===== src/rtl/div_pkg.sv =====
// Shared FSM encoding and default operand width for the iterative divider.
// DIV_ZERO_FAST_EN adds the ZERO state used by the divide-by-zero shortcut.
package div_pkg;

    localparam int DIV_WIDTH = 32;

`ifdef DIV_ZERO_FAST_EN
    typedef enum logic [1:0] {
        IDLE = 2'd0,
        RUN  = 2'd1,
        DONE = 2'd2,
        ZERO = 2'd3
    } divState_t;
`else
    typedef enum logic [1:0] {
        IDLE = 2'd0,
        RUN  = 2'd1,
        DONE = 2'd2
    } divState_t;
`endif

endpackage


===== src/rtl/div_step.sv =====
// One restoring shift-subtract step: shifts the next dividend bit into the
// partial remainder and produces one quotient bit.
module div_step
    import div_pkg::*;
#(
    parameter int WIDTH = DIV_WIDTH
) (
    input  logic [WIDTH-1:0] remIn,
    input  logic [WIDTH-1:0] quoIn,
    input  logic [WIDTH-1:0] divisor,
    output logic [WIDTH-1:0] remOut,
    output logic [WIDTH-1:0] quoOut
);

    logic [WIDTH:0] shifted;
    logic [WIDTH:0] diff;

    // The extra top bit of diff is the borrow: set means the trial subtract failed.
    always_comb begin
        shifted = {remIn, quoIn[WIDTH-1]};
        diff    = shifted - {1'b0, divisor};
        remOut  = diff[WIDTH] ? shifted[WIDTH-1:0] : diff[WIDTH-1:0];
        quoOut  = {quoIn[WIDTH-2:0], ~diff[WIDTH]};
    end

endmodule


===== src/rtl/div_ctrl.sv =====
// Multi-cycle DIV/DIVU unit with pipeline stall handshake; result = {rem, quo}.
// Define DIV_ZERO_FAST_EN to finish divide-by-zero in two cycles via ZERO.
module div_ctrl
    import div_pkg::*;
#(
    parameter int WIDTH = DIV_WIDTH
) (
    input  logic               clk,
    input  logic               rst,
    input  logic               start,
    input  logic               signed_div,
    input  logic [WIDTH-1:0]   a,
    input  logic [WIDTH-1:0]   b,
    input  logic               cancel,
    output logic               stall_div,
    output logic               ready,
    output logic [2*WIDTH-1:0] result
);

    localparam int CNT_W = $clog2(WIDTH);
    localparam logic [CNT_W-1:0] CNT_LAST = CNT_W'(WIDTH - 1);

    divState_t        state;
    logic [CNT_W-1:0] cnt;
    logic [WIDTH-1:0] remReg;
    logic [WIDTH-1:0] quoReg;
    logic [WIDTH-1:0] divisorReg;
    logic             sgnReg;
    logic             negRem;
    logic             negQuo;
    logic [WIDTH-1:0] stepRem;
    logic [WIDTH-1:0] stepQuo;
    logic             accept;

    function automatic logic [WIDTH-1:0] absMag(input logic signed [WIDTH-1:0] v);
        return v[WIDTH-1] ? -v : v;
    endfunction

    function automatic logic [2*WIDTH-1:0] fixSign(
        input logic [WIDTH-1:0] rawRem,
        input logic [WIDTH-1:0] rawQuo,
        input logic             isSigned,
        input logic             negR,
        input logic             negQ
    );
        logic [WIDTH-1:0] remF;
        logic [WIDTH-1:0] quoF;
        remF = (isSigned && negR) ? -rawRem : rawRem;
        quoF = (isSigned && negQ) ? -rawQuo : rawQuo;
        return {remF, quoF};
    endfunction

    assign accept = (state == IDLE) && start && !cancel;

    div_step #(.WIDTH(WIDTH)) uStep (
        .remIn   (remReg),
        .quoIn   (quoReg),
        .divisor (divisorReg),
        .remOut  (stepRem),
        .quoOut  (stepQuo)
    );

    // Operand and partial-result registers carry no reset; only control is reset.
    always_ff @(posedge clk) begin
        if (accept) begin
            quoReg     <= signed_div ? absMag(a) : a;
            divisorReg <= signed_div ? absMag(b) : b;
            remReg     <= '0;
            sgnReg     <= signed_div;
            negRem     <= a[WIDTH-1];
            negQuo     <= a[WIDTH-1] ^ b[WIDTH-1];
        end else if (state == RUN) begin
            remReg <= stepRem;
            quoReg <= stepQuo;
        end
    end

    always_ff @(posedge clk or negedge rst) begin
        if (!rst) begin
            state  <= IDLE;
            cnt    <= '0;
            result <= '0;
        end else if (cancel) begin
            state <= IDLE;
        end else begin
            case (state)
                IDLE: begin
                    if (start) begin
                        cnt <= '0;
`ifdef DIV_ZERO_FAST_EN
                        state <= (b == '0) ? ZERO : RUN;
`else
                        state <= RUN;
`endif
                    end
                end
                RUN: begin
                    cnt <= cnt + 1'b1;
                    // The last step's output goes straight through the sign fix-up.
                    if (cnt == CNT_LAST) begin
                        state  <= DONE;
                        result <= fixSign(stepRem, stepQuo, sgnReg, negRem, negQuo);
                    end
                end
`ifdef DIV_ZERO_FAST_EN
                ZERO: begin
                    // Same answer the full run would give: quotient all ones, remainder |a|.
                    state  <= DONE;
                    result <= fixSign(quoReg, {WIDTH{1'b1}}, sgnReg, negRem, negQuo);
                end
`endif
                DONE:    state <= IDLE;
                default: state <= IDLE;
            endcase
        end
    end

    assign ready = (state == DONE) && !cancel;

    assign stall_div = rst && (accept || (state == RUN)
`ifdef DIV_ZERO_FAST_EN
                               || (state == ZERO)
`endif
                              );

endmodule


===== config.mk =====
export PLATFORM = sky130hd
export DESIGN_NAME = div_ctrl
export DESIGN_NICKNAME = d
export VERILOG_FILES = /design/src/rtl/div_pkg.sv /design/src/rtl/div_step.sv /design/src/rtl/div_ctrl.sv
export SDC_FILE = /design/constraint.sdc
export NUM_CORES = 1
export LEC_CHECK = 0
export BUFFER_PORTS_ARGS = -buffer_cell sky130_fd_sc_hd__buf_4
export CORE_MARGIN = 2
export CORE_UTILIZATION = 30
export CTS_CLUSTER_DIAMETER = 120
export DETAILED_ROUTE_END_ITERATION = 7
export SLEW_MARGIN = 25
export SYNTH_ARGS = -nofsm -noshare
export SYNTH_HDL_FRONTEND = slang
export SYNTH_SLANG_ARGS = --single-unit

===== constraint.sdc =====
create_clock -name clk -period 5.2 [get_ports clk]
set_input_delay 1.04 -clock clk [delete_from_list [all_inputs] [get_ports clk]]
set_output_delay 1.04 -clock clk [all_outputs]
set_load 0.02 [all_outputs]

==> impl_metrics.tcl, run 1 <==
set metrics [dict create \
    status "complete, no violations" \
    first_iter_violations 734 \
    avgRoutedWirePerCell_um 16.7 \
    finalCriticalPeriod_ns 4.92 \
    netlist_instances 1354 \
    track_usage_pct 16.9 \
    place.gp.congestion 0.955 \
    vdd_ir_drop_max_uv 271 \
    numClockSinks 170 \
    cap_violations 0 \
    hold_viol_final 0 \
    wirelength_mm 33.3 \
    drive_gt1_share_pct 14.0 \
    synth.avg_cell_area_um2 8.38 \
    hpwl_mm 25.4 \
    postLayoutCellArea_um2 13600 \
    report.final.slew_viol_count 0 \
    grt_max_degree 79 \
    clock_path_buffers 2 \
    pin_count 135 \
    yosysWarnings 0 \
    syn_area_um2 11300 \
    htreeDepth 4 \
    fp.dieH_um 198 \
    cts_tree "yes" \
    cellPowerDensity_nw_per_um2 437 \
    antenna_found_initial 0 \
    die_area_um2 39400 \
    yosys.area.top_type "edfxtp_1" \
    rows 71 \
    worstPathRequired_ns 5.58 \
    slew_headroom_pct 34.6 \
    path_clk_slew_ns 0.08 \
    critical_path_peak_fanout 19 \
    worstRegToRegCells 21 \
    r2r-start "quoReg[31]" \
    clock-skew-final_ns 0.0182 \
    dpl_cell_area_um2 12900 \
    dr.pass1.iters 5 \
    synthArstFlopShare_pct 41.8 \
    final_common_cell "nand2_1" \
    cp-end-kind "register" \
    path_class "register to register" \
    antennaDiodeCount 0 \
    cts-root-buf "clkbuf_16" \
    finalCritPeriodShare_pct 94.6 \
    fin_util_pct 36.1 \
    synth_area_leaders "edfxtp_1 18%, dfrtp_1 16%, nand2_1 6.2%, o21ai_0 6.0%, dfxtp_1 5.6%" \
    synthesis.nets 1462 \
    hold_path.class "register to register" \
    drc 0 \
    worst_pin_slew_ns 0.979 \
    num_vias 10300 \
    worst_hold_slack_ns 0.487 \
    synth_edf_count 67 \
    area_growth_pct 19.5 \
    ant_nets 0 \
    start_util_pct 30.3 \
    grt_first_pass_wirelength_mm 52.4 \
    layout_common_cells "185 x nand2_1, 152 x buf_4, 135 x o21ai_0, 124 x nor2_1, 117 x a21oi_1" \
    synth_seq_area_share_pct 39.0 \
    setup.worst_path.start_class "register" \
    setup_viol 0 \
    yosysUniqueCellTypes 74 \
    p_leak_nw 5.49 \
    synth_ff_type "dfrtp_1" \
    clkLatencyLatePin_ns 0.45 \
    coreArea_um2 37500 \
    layout.nets 1576 \
    r2r-end "result[58]" \
    crit_start "quoReg[31]" \
    numCtsBuffers 17 \
    avgViaCountPerCell 5.15 \
    max_freq_ghz 0.203 \
    overflow 0 \
    io_buffers 134 \
    reg2reg_slack_ns 0.28 \
    die_x_um 198 \
    crit_end "result[58]" \
    ys_ff_latch 170 \
    worstPathArrival_ns 5.30 \
    yosysTopAreaCellShare_pct 17.7 \
    grt_pass1_vias 9760 \
]
-- worst max-delay path: stages, from the launching register on --
cell,delay [ns]
edfxtp_1,0.39
inv_1,0.06
ha_1,0.24
fa_2,0.39
nand2b_1,0.20
a211o_1,0.33
a2111o_1,0.51
a21oi_1,0.18
o41ai_1,0.14
nor2_4,0.13
inv_2,0.07
buf_4,0.20
a21oi_2,0.18
ha_1,0.18
nor3b_2,0.21
o2111ai_2,0.17
or3_4,0.40
o31ai_4,0.31
buf_4,0.17
a31oi_1,0.08
xor2_1,0.18
o21ai_0,0.14
-- worst min-delay path by stage --
stage,from,end,slack (ns),cells past startpoint
after CTS,result[29],result[29],0.49,2
final,result[23],result[23],0.49,2
after floorplan,remReg[28],remReg[28],0.45,2
after global placement,result[3],result[3],0.47,2
after detailed placement,result[7],result[7],0.47,2
after global routing,result[15],result[15],0.51,2
-- cell families after synthesis --
group,count (synthesis),share of synthesized area [%]
AOI/OAI and AO/OA,404,21.5
xor gates and xnor gates,133,10.3
adders and majority gates,39,4.37
buffers and inverters,114,3.98
DFF,170,39.0
muxes,20,1.78
and+or+nand+nor,474,19.1
-- layer usage --
layer / part of all wire, % / track usage [%] / routed length [µm]
met4: 3.8 / 7.82 / 1280
met5: 0 / 0 / 0
met2: 46 / 27.5 / 15500
met3: 4.6 / 2.53 / 1550
met1: 45 / 22.3 / 15000
-- state kept, by name, summed over array words and instances (netlist names) --
register / cells
cnt: 5
divisorReg: 32
negQuo: 1
negRem: 1
quoReg: 32
remReg: 32
result: 64
sgnReg: 1
state: 2
-- synth_stat cells (16+ instances only) --
| cell | count |
|---|---|
| nand2_1 | 186 |
| o21ai_0 | 135 |
| nor2_1 | 125 |
| a21oi_1 | 119 |
| dfrtp_1 | 71 |
| xor2_1 | 68 |
| edfxtp_1 | 67 |
| xnor2_1 | 65 |
| inv_1 | 53 |
| clkbuf_1 | 47 |
| nor3_1 | 42 |
| ha_1 | 38 |
| dfxtp_1 | 32 |
| a31oi_1 | 20 |
| o31ai_1 | 20 |
| mux2i_1 | 19 |
| and2_1 | 16 |
-- where the power goes --
group / leakage [nW] / switching [mW] / internal [mW]
sequential: 1.88 / 0.218 / 1.58
combinational: 3.32 / 1.77 / 1.04
clock: 0.292 / 0.657 / 0.648
total: 5.49 / 2.65 / 3.27
-- stage by stage --
stage          TNS (ns)  std cells  setup slack (ns)  total power [mW]
2_1_floorplan         0       1354             0.278              3.76
3_3_place_gp          0       1958             0.317              4.53
3_5_place_dp          0       1958             0.240              4.56
4_1_cts               0       1990             0.202              5.88
5_1_grt          -0.130       1992           -0.0469              6.32
6_report              0       1992             0.279              5.92
-- repair_timing --
item	4_1_cts	5_1_grt
hold buffers	0	0
buffers inserted	0	2
endpoints found under the setup margin	0	10
endpoints found under the hold margin	0	0
resized for setup	0	8
-- final cells by class --
class / instances / area [µm²]
Clock buffer: 17 / 425
Clock inverter: 15 / 168
Fill cell: 3950 / 23900
Inverter: 55 / 206
Multi-Input combinational cell: 1070 / 6520
Sequential cell: 170 / 4430
Tap cell: 511 / 639
Timing Repair Buffer: 154 / 1160
Note: power is estimated with default switching activity, not from simulation.
==> run 2, diff against run 1 <==
Settings changed: ABC_AREA from default to 1.
==> impl_metrics.tcl, run 2 <==
set metrics [dict create \
    final-seq-area_um2 4430 \
    drc 0 \
    fillers 4291 \
    top_register "result" \
    coreArea_um2 39900 \
    finalCriticalPeriod_ns 4.04 \
    cap_violations 0 \
    critical_path_peak_fanout 6 \
    ant_nets 0 \
    fin_cells 2384 \
    die_x_um 206 \
    setup_viol 0 \
    numCtsBuffers 17 \
    hpwl_mm 28.5 \
    num_vias 11200 \
    synthesis.nets 1830 \
    synth_area_leaders "edfxtp_1 16%, nand2_1 16%, dfrtp_1 15%, inv_1 7.7%, dfxtp_1 5.3%" \
    max_freq_ghz 0.248 \
    cts_tree "yes" \
    hold_path.class "register to register" \
    overflow 0 \
    worstPathRequired_ns 5.54 \
    grt_first_pass_wirelength_mm 56.7 \
    dp.cells 2352 \
    htreeDepth 4 \
    path_class "register to register" \
    rsz0062_at_grt "no" \
    syn_area_um2 12200 \
    avgRoutedWirePerCell_um 15.1 \
    clkLatencyLatePin_ns 0.43 \
    power.total_mw 6.39 \
    clock_path_buffers 2 \
    clock-skew-final_ns 0.0103 \
    synth.avg_cell_area_um2 7.09 \
    path_buf_inv 3 \
    dp_slack_ns 1.25 \
    rows 73 \
    numClockSinks 170 \
    synthArstFlopShare_pct 41.8 \
    netlist_instances 1722 \
    pin_count 135 \
    critPathTopFamily "simple AND/OR/NAND/NOR gates" \
    synth_ff_type "dfrtp_1" \
    place.gp.congestion 0.899 \
    grt_pass1_vias 10800 \
    yosysUniqueCellTypes 55 \
    wirelength_mm 36.0 \
    slew_headroom_pct 33.9 \
    vdd_ir_drop_max_uv 235 \
    worstPathArrival_ns 4.38 \
    ys_ff_latch 170 \
    die_area_um2 42300 \
    multiInputGateArea_um2 6580 \
    largest_reg_flops 64 \
    crit_slowest_cell "fa_1" \
    dr.pass1.iters 6 \
    ctsResizeCount 0 \
    synth_most_common_cell "nand2_1" \
    io_buffers 134 \
    path_clk_slew_ns 0.07 \
    postCtsHoldBufs 0 \
    grt_max_degree 103 \
    yosysTopAreaCellShare_pct 16.5 \
    cts-root-buf "clkbuf_16" \
    hold_viol_final 0 \
    antenna_found_initial 1 \
    first_iter_violations 826 \
    yosys.area.top_type "edfxtp_1" \
    antennaDiodeCount 0 \
    tns_ns 0 \
    finalCritPeriodShare_pct 77.6 \
    cp-end-kind "register" \
    status "complete, no violations" \
    synthTopCellsByCount "519 x nand2_1, 250 x inv_1, 143 x nor2_1" \
    synth_seq_area_share_pct 36.3 \
    track_usage_pct 17.1 \
    synth_edf_count 67 \
    dpl_cell_area_um2 13700 \
    crit_path_frequent_cell "nand2_1" \
    worst_pin_slew_ns 0.985 \
    fp.dieH_um 206 \
    postLayoutCellArea_um2 14200 \
    area_growth_pct 16.7 \
    drive_gt1_share_pct 13.4 \
    layout.nets 1954 \
    p_leak_nw 7.08 \
    fin_ws_ns 1.16 \
    yosysWarnings 0 \
    setup.worst_path.start_class "register" \
    layout_common_cells "518 x nand2_1, 249 x inv_1, 144 x buf_4, 143 x nor2_1, 102 x nand3_1" \
    final_common_cell "nand2_1" \
    avgViaCountPerCell 4.69 \
    report.final.slew_viol_count 0 \
    start_util_pct 30.6 \
    post-cts-setup-buffers 0 \
    cellPowerDensity_nw_per_um2 449 \
    slowest_delay_ns 0.41 \
]
run 2: changes by cell type in the layout (fill, tap and decap cells not counted), moves of 15 or more:
cell,before,now
o22ai_1,4,29
o21ai_0,135,101
nand2_1,185,518
nand2_2,0,28
nor2_1,124,143
a31oi_1,20,4
nand3_1,14,102
o31ai_1,20,5
inv_1,53,249
mux2i_1,19,0
a21oi_1,117,36
xnor2_1,65,45
run 2: tightest hold or removal path, delay by kind of cell (launching register included):
family | cells | cell delay [ns]
simple gates | 2 | 0.10
flops | 1 | 0.34
run 2: cells by family (layout without fill, tap and decap cells):
| logic type | count (synthesis) | in the layout | synth area share, % |
|---|---|---|---|
| compound gates | 212 | 212 | 9.92 |
| fa+ha+maj | 39 | 39 | 4.06 |
| xor+xnor | 110 | 110 | 7.90 |
| buf+inv | 294 | 431 | 9.85 |
| flops | 170 | 170 | 36.3 |
| simple gates | 897 | 897 | 32.0 |
run 2: final timing paths:
kind	startpoint	cells after the start	slack, ns	to
setup / recovery	divisorReg[0]	27	1.16	result[26]
hold / removal	result[63]	2	0.48	result[63]
max in group asynchronous	rst	2	3.72	result[34]
setup reg to reg	divisorReg[0]	27	1.16	result[26]
hold reg to reg	result[63]	2	0.48	result[63]
min in group asynchronous	rst	1	0.53	result[23]
run 2: layout make-up:
type | instances | share of cell area, %
flip-flops and latches | 170 | 31.1
multi-input cells | 1258 | 46.2
clock buffers | 21 | 3.19
repair buffers | 144 | 7.59
inverters | 255 | 6.72
clock inverters | 11 | 0.615
well taps | 525 | 4.61
run 2: per-stage QoR:
| step | hold WS (ns) | utilization, % |
|---|---|---|
| after floorplan | 0.456 | - |
| after global placement | 0.471 | 34.3 |
| after detailed placement | 0.467 | 34.3 |
| after CTS | 0.484 | 35.7 |
| after global routing | 0.507 | 35.7 |
| final | 0.480 | 35.7 |
run 2: power breakdown:
group	total (mW)	internal [mW]	switching (mW)
clock network	1.20	0.639	0.565
logic	3.42	1.11	2.31
registers	1.77	1.60	0.168
total	6.39	3.35	3.04
run 2: routing by layer:
metal | global-route usage [%] | up-vias | wire length [µm]
li1 | - | 5743 | -
met1 | 22.6 | 5180 | 16600
met2 | 29.0 | 228 | 17100
met3 | 2.36 | 41 | 1430
met4 | 5.16 | 0 | 849
met5 | 0 | - | 0
==> run 3, diff against run 2 <==
Settings changed: ABC_AREA 1 to 0.
Clock period 5.2 ns to 4.18 ns, I/O delays scaled along.
==> impl_metrics.tcl, run 3 (synthesis gave the netlist of run 1 again) <==
set metrics [dict create \
    slowest_delay_ns 0.46 \
    rows 71 \
    setup_viol 15 \
    cp-end-kind "register" \
    status "complete, but fails checks" \
    slew_headroom_pct 40.2 \
    crit_chain "inv_1, ha_2, fa_2, nand2b_4, a211o_1, a2111o_1, a21boi_2, o211a_1, nor2_4, inv_4, nor2_2, a21oi_2, ha_2, nor3b_4, o2111ai_2, or3_4, o31ai_4, buf_6, a41oi_2, xnor2_1, o21ai_1" \
    cts_tree "yes" \
    die_area_um2 39400 \
    numClockSinks 170 \
    die_x_um 198 \
    violations "setup timing" \
    start_util_pct 30.3 \
    crit_slowest_cell "a2111o_1" \
    worst_pin_slew_ns 0.898 \
    postLayoutCellArea_um2 14900 \
    hold_viol_final 0 \
    drive_gt1_share_pct 23.5 \
    fin_ws_ns -0.285 \
    p_leak_nw 6.33 \
    antenna_found_initial 1 \
    cts-root-buf "clkbuf_16" \
    dpl_cell_area_um2 14000 \
    path_class "register to register" \
    finalCriticalPeriod_ns 4.47 \
    avgViaCountPerCell 5.10 \
    setup.worst_path.start_class "register" \
    cellPowerDensity_nw_per_um2 569 \
    coreArea_um2 37500 \
    wirelength_mm 37.4 \
    cap_violations 0 \
    drc 0 \
    hpwl_mm 28.2 \
    numCtsBuffers 17 \
    layout_common_cells "302 x buf_4, 184 x nand2_1, 129 x o21ai_0, 121 x nor2_1, 115 x a21oi_1" \
    path_clk_slew_ns 0.08 \
    fin_util_pct 39.8 \
    vdd_ir_drop_max_uv 236 \
    final_common_cell "buf_4" \
    largest_reg_flops 64 \
    track_usage_pct 19.3 \
    clock-skew-final_ns 0.0163 \
    htreeDepth 4 \
    ant_nets 0 \
    rsz0062_at_grt "yes" \
    power.total_mw 8.50 \
    reg2reg_slack_ns -0.29 \
    crit_start "quoReg[31]" \
    clock_path_buffers 2 \
    grt_pass1_vias 10800 \
    grt_first_pass_wirelength_mm 59.1 \
    max_freq_ghz 0.224 \
    r2r-start "quoReg[31]" \
    layout.nets 1731 \
    grt_max_degree 106 \
    io_buffers 134 \
    avgRoutedWirePerCell_um 17.4 \
    place.gp.congestion 0.913 \
    area_growth_pct 31.6 \
    dr.pass1.iters 5 \
    clkLatencyLatePin_ns 0.46 \
    worst_hold_slack_ns 0.304 \
    num_vias 11000 \
    top_register "result" \
    hold_path.class "input pin to asynchronous set/reset pin" \
    postCtsHoldBufs 0 \
    finalCritPeriodShare_pct 107 \
    first_iter_violations 679 \
    report.final.slew_viol_count 0 \
    fp.dieH_um 198 \
    crit_path_frequent_cell "ha_2" \
    worstPathRequired_ns 4.48 \
    tns_ns -1.70 \
    pin_count 135 \
    critical_path_peak_fanout 6 \
    worstPathArrival_ns 4.77 \
    overflow 0 \
]
## run 3: power by group
| group | switching [mW] | internal (mW) | leakage (nW) |
|---|---|---|---|
| combinational | 2.65 | 2.05 | 4.15 |
| sequential | 0.178 | 1.97 | 1.88 |
| clock | 0.804 | 0.856 | 0.293 |
## run 3: per-stage QoR
step	std cells	setup WS, ns
after floorplan	1354	-0.323
after global routing	2147	-0.504
after global placement	2092	-0.258
after detailed placement	2092	-0.384
after CTS	2141	-0.218
final	2148	-0.285
## run 3: repair_timing
item | in CTS | in global routing
gates cloned | 0 | 1
resized for setup | 11 | 26
hold endpoints to repair | 0 | 0
endpoints found under the setup margin | 16 | 31
pin swaps | 1 | 13
setup buffers | 17 | 11
## run 3: final timing paths
check                              to  cells past startpoint
hold / removal             result[57]                      1
min in group clk           result[34]                      2
max in group asynchronous  result[41]                      2
setup / recovery           result[60]                     21
hold reg to reg            result[34]                      2
setup reg to reg           result[60]                     21
## run 3: layout make-up
type                    instances  area (µm²)
clock buffers                  17         425
clock inverters                15         175
well taps                     511         639
diodes                          1        2.50
inverters                      55         209
fillers                      3926       22600
multi-input cells            1070        6680
flip-flops and latches        170        4430
repair buffers                309        2370
## run 3: critical path: cells and delay by family, from the launching register on
kind | cells | cell delay, ns
AOI/OAI and AO/OA | 9 | 1.91
xor gates and xnor gates | 1 | 0.19
adders and majority gates | 3 | 0.73
buffers and inverters | 3 | 0.32
DFF | 1 | 0.35
and+or+nand+nor | 5 | 0.81
## run 3: per-layer routing
layer  track usage (%)  up-vias  share of wire (%)
met1              25.3     5240                 45
met4              5.83        0                2.1
met5                 0        -                  0
li1                  -     5406                  -
met2              32.6      268                 48
met3              3.12       40                4.8
